===== config.mk =====
export PLATFORM = sky130hd
export DESIGN_NAME = sha256_msg_feeder
export DESIGN_NICKNAME = d
export VERILOG_FILES = /design/src/rtl/sha256_pkg.sv /design/src/rtl/sha256_pad_insert.sv /design/src/rtl/sha256_msg_feeder.sv
export SDC_FILE = /design/constraint.sdc
export NUM_CORES = 2
export LEC_CHECK = 0
export CAP_MARGIN = 20
export CORE_AREA = 10 10 395 397
export DETAILED_ROUTE_END_ITERATION = 8
export DIE_AREA = 0 0 405 407
export PLACE_DENSITY_LB_ADDON = 0.05
export REMOVE_ABC_BUFFERS = 1
export SETUP_SLACK_MARGIN = 0.02
export SLEW_MARGIN = 25
export SYNTH_ARGS = -nofsm -noshare
export SYNTH_HDL_FRONTEND = slang
export SYNTH_SLANG_ARGS = --single-unit

===== constraint.sdc =====
create_clock -name clk -period 40.3 [get_ports clk]
set_input_delay 6.045 -clock clk [delete_from_list [all_inputs] [get_ports clk]]
set_output_delay 6.045 -clock clk [all_outputs]
set_load 0.01 [all_outputs]

===== src/rtl/sha256_pkg.sv =====
// Shared types and constants for the SHA-256 message feeder.
package sha256_pkg;

  localparam int SHA256_BLOCK_W  = 512;
  localparam int SHA256_DIGEST_W = 256;
  localparam int SHA256_LEN_W    = 64;

  localparam logic [7:0] SHA256_PAD_BYTE = 8'h80;

  typedef enum logic [1:0] {
    S_FILL = 2'd0,
    S_SEND = 2'd1,
    S_WAIT = 2'd2
  } sha256_feeder_state_t;

  // Message bit length after an optional byte; wraps modulo 2^64.
  function automatic logic [SHA256_LEN_W-1:0] sha256_len_add(
    input logic [SHA256_LEN_W-1:0] len,
    input logic                    has_byte
  );
    return len + {60'd0, has_byte, 3'b000};
  endfunction

endpackage


===== src/rtl/sha256_pad_insert.sv =====
// Combinational padding: final block (0x80, zeros, optional length) and
// the overflow block used when the length no longer fits.
module sha256_pad_insert
  import sha256_pkg::*;
(
  input  logic [SHA256_BLOCK_W-1:0] block,
  input  logic [6:0]                n,
  input  logic [SHA256_LEN_W-1:0]   bit_len,
  output logic [SHA256_BLOCK_W-1:0] final_block,
  output logic [SHA256_BLOCK_W-1:0] extra_block
);

  logic [SHA256_BLOCK_W-1:0] body;

  // Keep bytes below n, put the pad marker at n, zero everything above
  always_comb begin
    body = '0;
    for (int i = 0; i < 64; i++) begin
      if (7'(i) < n) begin
        body[511-8*i -: 8] = block[511-8*i -: 8];
      end else if (7'(i) == n) begin
        body[511-8*i -: 8] = SHA256_PAD_BYTE;
      end else begin
        body[511-8*i -: 8] = 8'h00;
      end
    end
  end

  assign final_block = (n <= 7'd55) ? {body[511:64], bit_len} : body;
  assign extra_block = {((n == 7'd64) ? SHA256_PAD_BYTE : 8'h00), 440'd0, bit_len};

endmodule


===== src/rtl/sha256_msg_feeder.sv =====
// Byte-stream front end for a SHA-256 core: packs bytes into 512-bit blocks,
// pads the tail, sequences init/next pulses and returns the final digest.
module sha256_msg_feeder
  import sha256_pkg::*;
(
  input  logic                       clk,
  input  logic                       reset,
  input  logic [7:0]                 msg_data,
  input  logic                       msg_valid,
  input  logic                       msg_last,
  input  logic                       msg_empty,
  output logic                       msg_ready,
  output logic                       core_init,
  output logic                       core_next,
  output logic [SHA256_BLOCK_W-1:0]  core_block,
  input  logic                       core_ready,
  input  logic [SHA256_DIGEST_W-1:0] core_digest,
  input  logic                       core_digest_valid,
  output logic [SHA256_DIGEST_W-1:0] digest,
  output logic                       digest_valid
);

  sha256_feeder_state_t state;
  logic [6:0]                p;
  logic [SHA256_LEN_W-1:0]   bit_len;
  logic                      first;
  logic                      final_blk;
  logic                      extra;

  logic                      accept;
  logic                      has_byte;
  logic [6:0]                n;
  logic [SHA256_LEN_W-1:0]   len_next;
  logic [SHA256_BLOCK_W-1:0] blk_ins;
  logic [SHA256_BLOCK_W-1:0] padded_block;
  logic [SHA256_BLOCK_W-1:0] extra_block;

  assign accept   = (state == S_FILL) && msg_valid && msg_ready;
  assign has_byte = accept && !(msg_last && msg_empty);
  assign n        = p + {6'd0, has_byte};
  assign len_next = sha256_len_add(bit_len, has_byte);

  // Current block with the incoming byte dropped in at position p
  always_comb begin
    blk_ins = core_block;
    for (int i = 0; i < 64; i++) begin
      if (p == 7'(i)) begin
        blk_ins[511-8*i -: 8] = msg_data;
      end else begin
        blk_ins[511-8*i -: 8] = core_block[511-8*i -: 8];
      end
    end
  end

  sha256_pad_insert u_pad (
    .block       (blk_ins),
    .n           (n),
    .bit_len     (len_next),
    .final_block (padded_block),
    .extra_block (extra_block)
  );

  // Sequencer: fill, pad, hand blocks to the core, collect digests
  always_ff @(posedge clk or posedge reset) begin
    if (reset) begin
      state        <= S_FILL;
      msg_ready    <= 1'b0;
      core_init    <= 1'b0;
      core_next    <= 1'b0;
      core_block   <= '0;
      digest       <= '0;
      digest_valid <= 1'b0;
      bit_len      <= '0;
      p            <= 7'd0;
      first        <= 1'b1;
      final_blk    <= 1'b0;
      extra        <= 1'b0;
    end else begin
      core_init    <= 1'b0;
      core_next    <= 1'b0;
      digest_valid <= 1'b0;
      case (state)
        S_FILL: begin
          if (accept && msg_last) begin
            core_block <= padded_block;
            bit_len    <= len_next;
            p          <= n;
            final_blk  <= (n <= 7'd55);
            extra      <= (n > 7'd55);
            msg_ready  <= 1'b0;
            state      <= S_SEND;
          end else if (accept) begin
            core_block <= blk_ins;
            bit_len    <= len_next;
            if (p == 7'd63) begin
              p         <= 7'd0;
              final_blk <= 1'b0;
              msg_ready <= 1'b0;
              state     <= S_SEND;
            end else begin
              p         <= p + 7'd1;
              msg_ready <= 1'b1;
            end
          end else begin
            msg_ready <= 1'b1;
          end
        end
        S_SEND: begin
          msg_ready <= 1'b0;
          if (core_ready) begin
            core_init <= first;
            core_next <= !first;
            first     <= 1'b0;
            state     <= S_WAIT;
          end else begin
            state <= S_SEND;
          end
        end
        S_WAIT: begin
          // The core drops digest_valid right after a pulse, so no stale sample here
          if (core_digest_valid && final_blk) begin
            digest       <= core_digest;
            digest_valid <= 1'b1;
            first        <= 1'b1;
            bit_len      <= '0;
            p            <= 7'd0;
            extra        <= 1'b0;
            msg_ready    <= 1'b1;
            state        <= S_FILL;
          end else if (core_digest_valid && extra) begin
            core_block <= extra_block;
            final_blk  <= 1'b1;
            extra      <= 1'b0;
            msg_ready  <= 1'b0;
            state      <= S_SEND;
          end else if (core_digest_valid) begin
            core_block <= '0;
            p          <= 7'd0;
            msg_ready  <= 1'b1;
            state      <= S_FILL;
          end else begin
            msg_ready <= 1'b0;
          end
        end
        default: begin
          msg_ready <= 1'b0;
          state     <= S_FILL;
        end
      endcase
    end
  end

endmodule


==> key figures <==
Floorplan
  – Die area: 165000 µm²
  – Row Count: 141
  – Core area: 147000 µm²
  – Initial core utilization: 0.255
  – I/O Pins: 1043
  – Vert. Die Dim: 407 µm
  – DIE WIDTH: 405 µm

Drt
  – Vias: 35.1k
  – Via-per-instance ratio: 5.11
  – DRT Wirelength: 213000 µm
  – 1st-iter DRT viols: 2773
  – Drt first pass iters: 5
  – Routed WL per cell: 31.1 µm
  – Drt drc: 0
  – Antenna-violating nets left: 0

Timing
  – Final Skew: 0.0306 ns
  – Slew HR: 0.229
  – Setup slack after layout: 29.66 ns
  – Final setup vio count: 0
  – Slew @ Worst Pin: 1.16 ns
  – Fmax: 94.0 MHz
  – Fin. max-slew vios: 0
  – Crit share post-route: 0.264
  – Tmin final: 10.64 ns
  – RSZ-0062 raised after global routing: no
  – Final Hold Fails: 0
  – Final setup TNS: 0 ns

Worst hold path
  – Worst hold path class: reg -> reg
  – Worst Hold Path EP: core_init
  – WHS Path Cells: 2
  – Hold Crit Start: first

Critical path
  – Crit-path cells: clkdlybuf4s50_1 -> nand2_1 -> or3_4 -> a21oi_1 -> ha_1 -> ha_1 -> buf_4 -> nand2_1 -> o21a_1 -> nor2_1 -> nand3_1 -> o21ai_0 -> o21ai_1 -> a22o_1
  – CP endpoint kind: register
  – Slowest-stage cell, CP: nor2_1
  – Crit-path max cell delay: 0.84 ns
  – Buf+Inv Stages, Crit Path: 2
  – Crit path kind: in -> reg
  – Worst Setup Start Kind: primary input
  – CP arrival: 11.25 ns
  – Req. time, crit path: 40.91 ns
  – R2R setup slack: 34.91 ns
  – Max FO, Critical Path: 28
  – R2R depth: 12
  – Worst r2r src: state[0]
  – Crit path depth: 14
  – Critical R2R Capture: core_block[312]
  – Family with the most delay on the worst path: simple AND/OR/NAND/NOR gates

Synthesis
  – Yosys warnings: 0
  – Synth top area share: 0.563
  – Main synth FF type: dfrtp_1
  – Mapped Area: 37500 µm²
  – Most instantiated cells after synthesis: nand2_1, dfrtp_1, a22o_1, o21ai_0, clkbuf_1
  – Library cells used by synthesis: 85
  – Cell with the most instances after synthesis: nand2_1
  – Async SR Flop Fraction: 1.00
  – Mapped Avg Cell Area: 9.68 µm²
  – Flops & latches, synth: 845
  – EDFF count, synth: 0
  – Post-Syn Instances: 3879
  – Area leader, netlist: dfrtp_1
  – Seq/Total Area, Yosys: 0.563
  – Largest cells by area after synthesis: dfrtp_1, nand2_1, a22o_1

Layout
  – Layout cells sized above 1: 0.0675
  – Nets: 5118
  – P&R area growth vs syn: 43.3%
  – Finished Cell Area: 53800 µm²

Pwr
  – Seq pwr share: 0.335
  – NetSw: 0.00131 W
  – Switch share: 0.386
  – PD cells: 63.0 nW/µm²
  – Clock Power Share: 0.295
  – Max VDD drop: 0.0337 mV
  – Leak pwr: 23.3 nW
  – Part of the power in combinational logic: 0.370
  – Int Power: 0.00208 W

Clocking
  – Clock slew at reported path FFs: 0.06 ns
  – CTS tree: yes
  – Root Buffer: clkbuf_16
  – Worst skew pair latency: 0.74 ns
  – Post-cts sizing count: 0
  – CTS sink count: 845
  – H-tree depth: 3
  – Cts bufs inserted: 105
  – Post-CTS Hold Fix Bufs: 0
  – Postcts setup bufs: 0
  – Clock buffer depth: 3

Place
  – Routability cong.: 0.931
  – Cell Area, Placed: 50100 µm²
  – IO buf count: 1042
  – Pre-CTS WS: 28.72 ns
  – Detailed placement HPWL: 159000 µm

Global routing
  – Largest net degree at the start of global routing: 159
  – GR Util All Layers: 0.248
  – GRT overflow: 0
  – Initial antenna violation count: 25
  – Number of global-route vias before repair: 34.5k
  – First-pass GRT wire length: 294000 µm

Flow run
  – Max Cap Viol: 0

Status
  – Status: completed
per-stage QoR:
stage / hold slack, ns / std cells / power [W] / util
floorplan: 0.447 / 3609 / 0.00162 / -
global placement: 0.457 / 6660 / 0.00240 / 0.339
detailed placement: 0.461 / 6661 / 0.00240 / 0.340
CTS: 0.466 / 6852 / 0.00342 / 0.364
global route: 0.482 / 6854 / 0.00356 / 0.365
finish: 0.469 / 6855 / 0.00339 / 0.365
metal layers:
metal,global-route usage,part of all wire
met1,0.328,0.43
met2,0.405,0.47
met3,0.0709,0.077
met4,0.0478,0.020
met5,0,0
power groups by stage:
stage	registers [W]	clock network (W)	logic, W
final	0.00114	0.000999	0.00125
after global routing	0.00116	0.00106	0.00134
after CTS	0.00113	0.00103	0.00126
after detailed placement	0.00115	0	0.00126
after global placement	0.00114	0	0.00126
after floorplan	0.00121	0	0.000404
cell type report:
type / instances / area [µm²]
multi-input cells: 2738 / 15400
fillers: 15000 / 93700
flip-flops and latches: 845 / 21100
diodes: 3 / 7.51
well taps: 1930 / 2410
inverters: 26 / 113
clock inverters: 36 / 519
clock buffers: 155 / 3100
repair buffers: 1122 / 11100
worst max-delay path by stage:
stage                    from         endpoint
CTS                 msg_valid  core_block[284]
global route        msg_valid  core_block[158]
global placement    msg_valid  core_block[286]
floorplan               reset      bit_len[10]
finish              msg_valid  core_block[312]
detailed placement  msg_valid  core_block[281]
sequential cells by signal, summed over array words and instances (netlist names):
signal	flops
bit_len	61
core_block	512
core_init	1
core_next	1
digest	256
digest_valid	1
extra	1
final_blk	1
first	1
msg_ready	1
p	7
state	2
layout by cell type (no fill, tap or decap), types with 39 or more instances in the layout:
| cell | instances |
|---|---|
| nand2_1 | 1042 |
| o31ai_1 | 39 |
| xnor2_1 | 42 |
| o21ai_0 | 255 |
| a22o_1 | 327 |
| clkdlybuf4s50_1 | 1034 |
| a21oi_1 | 140 |
| dfrtp_1 | 844 |
| nor2_1 | 214 |
| nand3_1 | 86 |
| buf_4 | 79 |
| clkbuf_16 | 105 |
| mux2i_1 | 82 |
| nor3_1 | 58 |
cell families (layout without fill, tap and decap cells):
| group | Yosys count | after routing | synth area share |
|---|---|---|---|
| multiplexers | 84 | 84 | 0.0225 |
| other | 0 | 3 | 0 |
| XOR/XNOR | 68 | 68 | 0.0159 |
| AO/OA/AOI/OAI | 995 | 995 | 0.185 |
| AND/OR/NAND/NOR | 1582 | 1582 | 0.179 |
| buffers and inverters | 296 | 1339 | 0.0310 |
| adder cells (fa/ha/maj) | 9 | 9 | 0.00300 |
| flip-flops | 845 | 845 | 0.563 |
worst reg2reg max path: cells and delay by family, from the launching register on:
family	cells	cell delay, ns
AO/OA/AOI/OAI	5	1.85
AND/OR/NAND/NOR	4	2.13
flip-flops	1	0.59
buffers and inverters	1	0.33
adder cells (fa/ha/maj)	2	0.38
Power figures use the tool's default switching activity.
